**src/rtl/ppg_pkg.sv**
```systemverilog
// Shared widths, calc-FSM state codes, snapshot payload and SpO2 mapping for
// the pulse-oximeter ratio extractor. The SpO2 mapping is only used when the
// block is built with SPO2_LUT_EN defined.
package ppg_pkg;

  localparam int unsigned ADC_W     = 8;
  localparam int unsigned RATIO_W   = 10;
  localparam int unsigned FRAC_BITS = 8;
  localparam int unsigned SPO2_W    = 7;
  localparam int unsigned NUM_W     = 24;
  localparam int unsigned DEN_W     = 16;
  localparam int unsigned CNT_W     = 16;
  localparam int unsigned STEP_W    = 5;

  localparam logic [RATIO_W-1:0] RATIO_SAT = 10'd1023;

  // Calc FSM state codes
  localparam logic [2:0] C_IDLE = 3'd0;
  localparam logic [2:0] C_MUL  = 3'd1;
  localparam logic [2:0] C_CHK  = 3'd2;
  localparam logic [2:0] C_DIV  = 3'd3;
  localparam logic [2:0] C_OUT  = 3'd4;

  // SpO2 linear map: 110 - (25*R >> 8), clamped to 0..100
  localparam logic [SPO2_W-1:0] SPO2_OFS   = 7'd110;
  localparam logic [4:0]        SPO2_SLOPE = 5'd25;
  localparam logic [SPO2_W-1:0] SPO2_MAX   = 7'd100;

  // Per-window AC/DC terms captured at the window boundary
  typedef struct packed {
    logic [ADC_W-1:0] ac_r;
    logic [ADC_W-1:0] dc_r;
    logic [ADC_W-1:0] ac_ir;
    logic [ADC_W-1:0] dc_ir;
    logic             seen_r;
    logic             seen_ir;
  } snap_t;

  // Q2.8 ratio to SpO2 percent
  function automatic logic [SPO2_W-1:0] spo2_of(input logic [RATIO_W-1:0] r);
    logic [14:0]       prod;
    logic [SPO2_W-1:0] drop;
    prod = 15'(r) * 15'(SPO2_SLOPE);
    drop = SPO2_W'(prod >> FRAC_BITS);
    if (drop >= SPO2_OFS) begin
      return '0;
    end else if ((SPO2_OFS - drop) > SPO2_MAX) begin
      return SPO2_MAX;
    end else begin
      return SPO2_OFS - drop;
    end
  endfunction

endpackage

```
**src/rtl/ratio_divider.sv**
```systemverilog
// Unsigned 24b/16b restoring divider, one quotient bit per cycle.
// start is sampled only while idle; done_c is high during the final step so
// the quotient is stable on the following cycle.
module ratio_divider
  import ppg_pkg::*;
(
  input  logic             CLK,
  input  logic             rst,
  input  logic             start,
  input  logic [NUM_W-1:0] dividend,
  input  logic [DEN_W-1:0] divisor,
  output logic             done_c,
  output logic [NUM_W-1:0] quotient
);

  logic [DEN_W-1:0]  rem_q, rem_d;
  logic [NUM_W-1:0]  quo_q, quo_d;
  logic [STEP_W-1:0] cnt_q, cnt_d;
  logic              busy_q, busy_d;
  logic [DEN_W:0]    rem_sh;
  logic [DEN_W:0]    rem_sub;

  // Shift-subtract step and start handling
  always_comb begin
    rem_d   = rem_q;
    quo_d   = quo_q;
    cnt_d   = cnt_q;
    busy_d  = busy_q;
    rem_sh  = {rem_q, quo_q[NUM_W-1]};
    rem_sub = rem_sh - {1'b0, divisor};
    if (!busy_q) begin
      if (start) begin
        rem_d  = '0;
        quo_d  = dividend;
        cnt_d  = STEP_W'(NUM_W);
        busy_d = 1'b1;
      end
    end else begin
      if (rem_sh >= {1'b0, divisor}) begin
        rem_d = rem_sub[DEN_W-1:0];
        quo_d = {quo_q[NUM_W-2:0], 1'b1};
      end else begin
        rem_d = rem_sh[DEN_W-1:0];
        quo_d = {quo_q[NUM_W-2:0], 1'b0};
      end
      cnt_d = cnt_q - STEP_W'(1);
      if (cnt_q == STEP_W'(1)) begin
        busy_d = 1'b0;
      end
    end
  end

  // Divider state registers
  always_ff @(posedge CLK or posedge rst) begin
    if (rst) begin
      rem_q  <= '0;
      quo_q  <= '0;
      cnt_q  <= '0;
      busy_q <= 1'b0;
    end else begin
      rem_q  <= rem_d;
      quo_q  <= quo_d;
      cnt_q  <= cnt_d;
      busy_q <= busy_d;
    end
  end

  assign done_c   = busy_q && (cnt_q == STEP_W'(1));
  assign quotient = quo_q;

endmodule

```
**src/rtl/ppg_ratio_extract.sv**
```systemverilog
// Pulse-oximeter ratio-of-ratios extractor: per-window RED/IR min/max
// tracking, AC/DC snapshot, and R = (ACr*DCir)/(ACir*DCr) in Q2.8.
// Optional macro SPO2_LUT_EN enables the SpO2 estimate; otherwise spo2 stays 0.
module ppg_ratio_extract
  import ppg_pkg::*;
#(
  parameter int unsigned WIN_LEN = 1000
) (
  input  logic               CLK,
  input  logic               rst,
  input  logic               en,
  input  logic               led_red,
  input  logic               led_ir,
  input  logic [ADC_W-1:0]   red_adc,
  input  logic [ADC_W-1:0]   ir_adc,
  output logic [RATIO_W-1:0] ratio,
  output logic               ratio_valid,
  output logic               err,
  output logic [SPO2_W-1:0]  spo2
);

  // Window counter, trackers and snapshot
  logic [CNT_W-1:0] cnt_q, cnt_d;
  logic [ADC_W-1:0] r_min_q, r_min_d, r_max_q, r_max_d;
  logic [ADC_W-1:0] i_min_q, i_min_d, i_max_q, i_max_d;
  logic             r_seen_q, r_seen_d, i_seen_q, i_seen_d;
  logic [ADC_W-1:0] r_min_n, r_max_n, i_min_n, i_max_n;
  logic             r_seen_n, i_seen_n;
  logic [ADC_W:0]   r_sum, i_sum;
  logic             take_r, take_ir, win_end;
  snap_t            snap_q, snap_d;

  // Calc FSM and registered outputs
  logic [2:0]         state_q, state_d;
  logic [NUM_W-1:0]   num_q, num_d;
  logic [DEN_W-1:0]   den_q, den_d;
  logic               bad_q, bad_d;
  logic [RATIO_W-1:0] ratio_q, ratio_d;
  logic               err_q, err_d;
  logic               valid_q, valid_d;
  logic [SPO2_W-1:0]  spo2_q, spo2_d;
  logic               div_start_c;
  logic               div_done_c;
  logic [NUM_W-1:0]   quotient;
  logic [RATIO_W-1:0] q_ratio_c;

  // Sample gating, tracker update, window boundary and snapshot capture
  always_comb begin
    take_r   = en & led_red & ~led_ir;
    take_ir  = en & led_ir & ~led_red;
    win_end  = en && (cnt_q == CNT_W'(WIN_LEN - 1));

    r_min_n  = (take_r && (red_adc < r_min_q)) ? red_adc : r_min_q;
    r_max_n  = (take_r && (red_adc > r_max_q)) ? red_adc : r_max_q;
    r_seen_n = r_seen_q | take_r;
    i_min_n  = (take_ir && (ir_adc < i_min_q)) ? ir_adc : i_min_q;
    i_max_n  = (take_ir && (ir_adc > i_max_q)) ? ir_adc : i_max_q;
    i_seen_n = i_seen_q | take_ir;

    r_sum    = {1'b0, r_max_n} + {1'b0, r_min_n};
    i_sum    = {1'b0, i_max_n} + {1'b0, i_min_n};

    cnt_d    = (!en || win_end) ? '0 : cnt_q + CNT_W'(1);

    if (!en || win_end) begin
      r_min_d  = '1;
      r_max_d  = '0;
      r_seen_d = 1'b0;
      i_min_d  = '1;
      i_max_d  = '0;
      i_seen_d = 1'b0;
    end else begin
      r_min_d  = r_min_n;
      r_max_d  = r_max_n;
      r_seen_d = r_seen_n;
      i_min_d  = i_min_n;
      i_max_d  = i_max_n;
      i_seen_d = i_seen_n;
    end

    snap_d = snap_q;
    if (win_end) begin
      snap_d.ac_r    = r_max_n - r_min_n;
      snap_d.dc_r    = ADC_W'(r_sum >> 1);
      snap_d.ac_ir   = i_max_n - i_min_n;
      snap_d.dc_ir   = ADC_W'(i_sum >> 1);
      snap_d.seen_r  = r_seen_n;
      snap_d.seen_ir = i_seen_n;
    end
  end

  // Acquisition registers
  always_ff @(posedge CLK or posedge rst) begin
    if (rst) begin
      cnt_q    <= '0;
      r_min_q  <= '1;
      r_max_q  <= '0;
      r_seen_q <= 1'b0;
      i_min_q  <= '1;
      i_max_q  <= '0;
      i_seen_q <= 1'b0;
      snap_q   <= '0;
    end else begin
      cnt_q    <= cnt_d;
      r_min_q  <= r_min_d;
      r_max_q  <= r_max_d;
      r_seen_q <= r_seen_d;
      i_min_q  <= i_min_d;
      i_max_q  <= i_max_d;
      i_seen_q <= i_seen_d;
      snap_q   <= snap_d;
    end
  end

  ratio_divider u_div (
    .CLK      (CLK),
    .rst      (rst),
    .start    (div_start_c),
    .dividend (num_q),
    .divisor  (den_q),
    .done_c   (div_done_c),
    .quotient (quotient)
  );

  // Next-state and output logic of the calc FSM
  always_comb begin
    state_d     = state_q;
    num_d       = num_q;
    den_d       = den_q;
    bad_d       = bad_q;
    ratio_d     = ratio_q;
    err_d       = err_q;
    spo2_d      = spo2_q;
    valid_d     = 1'b0;
    div_start_c = 1'b0;
    q_ratio_c   = (quotient > NUM_W'(RATIO_SAT)) ? RATIO_SAT : quotient[RATIO_W-1:0];

    case (state_q)
      C_IDLE: begin
        if (win_end) begin
          state_d = C_MUL;
        end
      end
      C_MUL: begin
        num_d   = NUM_W'({8'd0, snap_q.ac_r} * {8'd0, snap_q.dc_ir}) << FRAC_BITS;
        den_d   = {8'd0, snap_q.ac_ir} * {8'd0, snap_q.dc_r};
        state_d = C_CHK;
      end
      C_CHK: begin
        if (!snap_q.seen_r || !snap_q.seen_ir ||
            (snap_q.ac_ir == '0) || (snap_q.dc_r == '0)) begin
          bad_d   = 1'b1;
          state_d = C_OUT;
        end else begin
          bad_d       = 1'b0;
          div_start_c = 1'b1;
          state_d     = C_DIV;
        end
      end
      C_DIV: begin
        if (div_done_c) begin
          state_d = C_OUT;
        end
      end
      C_OUT: begin
        valid_d = 1'b1;
        state_d = C_IDLE;
        if (bad_q) begin
          ratio_d = RATIO_SAT;
          err_d   = 1'b1;
          spo2_d  = '0;
        end else begin
          ratio_d = q_ratio_c;
          err_d   = 1'b0;
`ifdef SPO2_LUT_EN
          spo2_d  = spo2_of(q_ratio_c);
`else
          spo2_d  = '0;
`endif
        end
      end
      default: begin
        state_d = C_IDLE;
      end
    endcase
  end

  // Calc FSM state and output registers
  always_ff @(posedge CLK or posedge rst) begin
    if (rst) begin
      state_q <= C_IDLE;
      num_q   <= '0;
      den_q   <= '0;
      bad_q   <= 1'b0;
      ratio_q <= '0;
      err_q   <= 1'b0;
      valid_q <= 1'b0;
      spo2_q  <= '0;
    end else begin
      state_q <= state_d;
      num_q   <= num_d;
      den_q   <= den_d;
      bad_q   <= bad_d;
      ratio_q <= ratio_d;
      err_q   <= err_d;
      valid_q <= valid_d;
      spo2_q  <= spo2_d;
    end
  end

  assign ratio       = ratio_q;
  assign ratio_valid = valid_q;
  assign err         = err_q;
  assign spo2        = spo2_q;

endmodule

```
**config.mk**
```make
export PLATFORM = sky130hd
export DESIGN_NAME = ppg_ratio_extract
export DESIGN_NICKNAME = d
export VERILOG_FILES = /design/src/rtl/ppg_pkg.sv /design/src/rtl/ratio_divider.sv /design/src/rtl/ppg_ratio_extract.sv
export SDC_FILE = /design/constraint.sdc
export NUM_CORES = 1
export LEC_CHECK = 0
export ABC_AREA = 1
export BUFFER_PORTS_ARGS = -buffer_cell sky130_fd_sc_hd__buf_2
export CORE_ASPECT_RATIO = 2
export CORE_MARGIN = 2
export CORE_UTILIZATION = 40
export DETAILED_ROUTE_END_ITERATION = 10
export GPL_TIMING_DRIVEN = 0
export PLACE_DENSITY = 0.54
export SLEW_MARGIN = 30
export SYNTH_ARGS = -nofsm -noshare
export SYNTH_HDL_FRONTEND = slang
export SYNTH_SLANG_ARGS = --single-unit
```
**constraint.sdc**
```tcl
create_clock -name CLK -period 7.5 [get_ports CLK]
set_input_delay 0.75 -clock CLK [delete_from_list [all_inputs] [get_ports CLK]]
set_output_delay 0.75 -clock CLK [all_outputs]
set_load 0.02 [all_outputs]
```
==> results.sh <==
export IMPL_post_cts_repair_setup_buffers=0
export IMPL_synth_yosys_seq_area_share_pct=28.8
export IMPL_minimum_period_implied_by_the_final_worst_setup_slack_ns=4.54
export IMPL_timing_slew_headroom_pct=56.6
export IMPL_critPathMaxFanout=10
export IMPL_combPwrFrac_pct=25.6
export IMPL_finClkSkew_ns=0.0228
export IMPL_route_final_wire_length_um=40200
export IMPL_max_vdd_ir_drop_mv=0.158
export IMPL_ys_types=47
export IMPL_io_buffer_count=32
export IMPL_antenna_left=0
export IMPL_dp_hpwl_um=33200
export IMPL_unrepaired_setup_endpoints_after_global_routing="false"
export IMPL_cp_arrival_ns=4.86
export IMPL_die_w_um=143
export IMPL_initial_core_util_pct=40.3
export IMPL_critical_path_most_common_cell="fa_1"
export IMPL_r2r_cells=16
export IMPL_reg_area_um2=4470
export IMPL_cts_buffer_depth=2
export IMPL_grt_antenna_before_repair=0
export IMPL_cts_buffers=17
export IMPL_achievable_frequency_mhz=220
export IMPL_placeableCoreArea_um2=38500
export IMPL_final_cells=2705
export IMPL_drcViolationCount=0
export IMPL_outcome="completed"
export IMPL_global_route_overflow_total=0
export IMPL_worst_setup_path_type="register to register"
export IMPL_max_cap_violations=0
export IMPL_yosys_mux_area_fraction_pct=0
export IMPL_finalNetCount=2421
export IMPL_final_critical_path_setup_slack_ns=2.96
export IMPL_clock_tree_root_cell="clkbuf_16"
export IMPL_sequential_share_of_power_pct=38.4
export IMPL_worstSetupPathDepth=16
export IMPL_power_leakage_uw=0.00991
export IMPL_wire_length_of_the_first_global_routing_pass_um=66600
export IMPL_timing_worst_slew_pin_value_ns=0.648
export IMPL_pwr_cell_area_nw_per_um2=156
export IMPL_synth_compound_gate_area_share_pct=8.68
export IMPL_critical_path_top_delay_family="adder cells"
export IMPL_syn_area_um2=15500
export IMPL_ys_seq_elements=178
export IMPL_ys_warn_count=0
export IMPL_place_detailed_instances=2673
export IMPL_holdCritPathClass="input port to asynchronous set/reset pin"
export IMPL_start_kind="register"
export IMPL_timing_final_hold_violations=0
export IMPL_worstPathCellList="buf_2 > nand2_1 > inv_1 > fa_1 > fa_1 > inv_1 > fa_1 > fa_1 > inv_1 > ha_1 > a21oi_1 > o21ai_0 > nand4_1 > nand4_1 > nand3_1 > o21ai_0"
export IMPL_post_cts_hold_buffer_count=0
export IMPL_first_pass_iters=5
export IMPL_post_place_ws_ns=2.93
export IMPL_cts_htree_levels=4
export IMPL_io_pins=40
export IMPL_cts_resized=0
export IMPL_mostFrequentLayoutCells="586 x nand2_1, 440 x inv_1, 162 x dfrtp_1"
export IMPL_avgViaCountPerCell=4.86
export IMPL_cts_tree="built"
export IMPL_layout_filler_cells=4078
export IMPL_layout_drive_gt1_share_pct=7.64
export IMPL_synth_fa_ha_area_share_pct=22.1
export IMPL_cts_reportedPaths_clkPinSlew_ns=0.08
export IMPL_rows=102
export IMPL_clock_power_share_pct=36.0
export IMPL_worstSetupEndpointType="register"
export IMPL_drt_iter0_drc=428
export IMPL_total_vias_in_the_final_route=13100
export IMPL_routed_wire_length_per_instance_um=14.9
export IMPL_gp_congestion=0.936
export IMPL_finalCritPeriodShare_pct=60.5
export IMPL_crit_buf_inv=4
export IMPL_fp_dieArea_um2=40500
export IMPL_r2r_setup_slack_ns=2.96
export IMPL_largest_net_degree_at_the_start_of_global_routing=92
export IMPL_layout_commonest_cell="nand2_1"
export IMPL_yosys_area_share_xor_xnor_pct=1.47
export IMPL_insertedDiodeCount=0
export IMPL_count_of_final_setup_violators=0
export IMPL_globalRouteTotalUtil_pct=21.0
export IMPL_crit_path_top_delay_cell="fa_1"
export IMPL_multi_input_combinational_cell_area_um2=8950
export IMPL_synth_cells=2113
export IMPL_switching_power_uw=965
export IMPL_syn2layout_area_growth_pct=9.77
export IMPL_timing_final_max_slew_violations=0
export IMPL_grt_pass1_vias=13600
export IMPL_worst_endpoint_required_ns=7.82
export IMPL_synth_simple_area_share_pct=25.2
export IMPL_cts_num_sinks=178
export IMPL_swShare_pct=36.3
export IMPL_internal_power_uw=1700
export IMPL_synth_top_family_by_area="simple AND/OR/NAND/NOR gates"
export IMPL_clock_latency_ns=0.47
export IMPL_avgSynthCellArea_um2=7.35
export IMPL_critPathMaxStageDelay_ns=0.54
export IMPL_overall_die_height_um=283
cells in the mapped netlist, drive strengths merged:
| master | n | share of area, % |
|---|---|---|
| a211oi | 2 | 0.26 |
| a21o | 5 | 0.24 |
| a21oi | 69 | 2.2 |
| a31o | 1 | 0.056 |
| a31oi | 6 | 0.24 |
| and2 | 3 | 0.12 |
| and3 | 2 | 0.081 |
| buf | 43 | 2.1 |
| clkbuf | 38 | 0.92 |
| conb | 1 | 0.024 |
| dfrtp | 162 | 26 |
| dfstp | 16 | 2.7 |
| fa | 77 | 9.9 |
| ha | 151 | 12 |
| inv | 446 | 11 |
| nand2 | 592 | 14 |
| nand3 | 129 | 4.3 |
| nand3b | 12 | 0.58 |
| nand4 | 40 | 1.6 |
| nor2 | 105 | 2.7 |
| nor3 | 20 | 0.81 |
| nor3b | 2 | 0.097 |
| nor4 | 4 | 0.26 |
| o2111ai | 1 | 0.056 |
| o211ai | 1 | 0.048 |
| o21a | 6 | 0.29 |
| o21ai | 130 | 4.4 |
| o21bai | 3 | 0.14 |
| o22ai | 4 | 0.20 |
| o32ai | 10 | 0.56 |
| or2 | 6 | 0.24 |
| xnor2 | 10 | 0.56 |
| xor2 | 16 | 0.90 |
worst paths after layout:
kind,from,to
min,rst,u_div.rem_q[15]$_DFFE_PP0P_
min reg2reg,cnt_q[0]$_DFF_PP0_,cnt_q[0]$_DFF_PP0_
max reg2reg,snap_q[12]$_DFFE_PP0P_,den_q[15]$_DFFE_PP0N_
min in group CLK,cnt_q[0]$_DFF_PP0_,cnt_q[0]$_DFF_PP0_
max,snap_q[12]$_DFFE_PP0P_,den_q[15]$_DFFE_PP0N_
max in group asynchronous,rst,r_min_q[0]$_DFF_PP1_
routing by layer:
metal  vias to the layer above  global-route usage [%]  share of wire [%]
li1                       6657                       -                  -
met1                      6248                    18.9                 35
met2                       169                    44.7                 60
met3                        70                    2.28                1.6
met4                         0                    9.28                3.9
met5                         -                       0                  0
stage by stage:
stage	setup TNS (ns)	power [uW]	util, %	hold slack, ns	instance area (um2)
CTS	0	2690	44.2	0.145	17100
floorplan	0	1540	-	0.430	15600
detailed placement	0	1720	42.6	0.452	16400
global placement	-63.07	1710	42.5	0.446	16400
global route	0	2830	44.2	0.144	17100
finish	0	2660	44.2	0.164	17100
power groups by stage:
| stage | Sequential (uW) | Clock, uW | Combinational [uW] |
|---|---|---|---|
| floorplan | 1040 | 0 | 503 |
| global placement | 1040 | 0 | 672 |
| detailed placement | 1040 | 0 | 684 |
| CTS | 1020 | 981 | 689 |
| global route | 1030 | 1020 | 782 |
| finish | 1020 | 959 | 681 |
flip-flops by register name, indices dropped and copies added, names as in the netlist, 8 cells and up:
register,count
ratio,10
cnt_q,16
num_q,16
snap_q,34
den_q,16
i_min_q,8
r_min_q,8
u_div.rem_q,16
r_max_q,8
i_max_q,8
u_div.quotient,24
cells by family (layout without fill, tap and decap cells):
kind of cell    after synthesis  in the layout
buf+inv                     527            593
compound gates              238            238
simple gates                915            915
flops                       178            178
xor+xnor                     26             26
fa+ha+maj                   228            228
other cells                   1              7
cell type report:
class / count / area share, %
multi-input cells: 1414 / 52.5
flip-flops and latches: 178 / 26.2
inverters: 446 / 9.86
well taps: 520 / 3.82
plain buffers: 81 / 2.71
clock buffers: 17 / 2.49
repair buffers: 34 / 1.26
clock inverters: 15 / 1.15
Power figures use the tool's default switching activity.
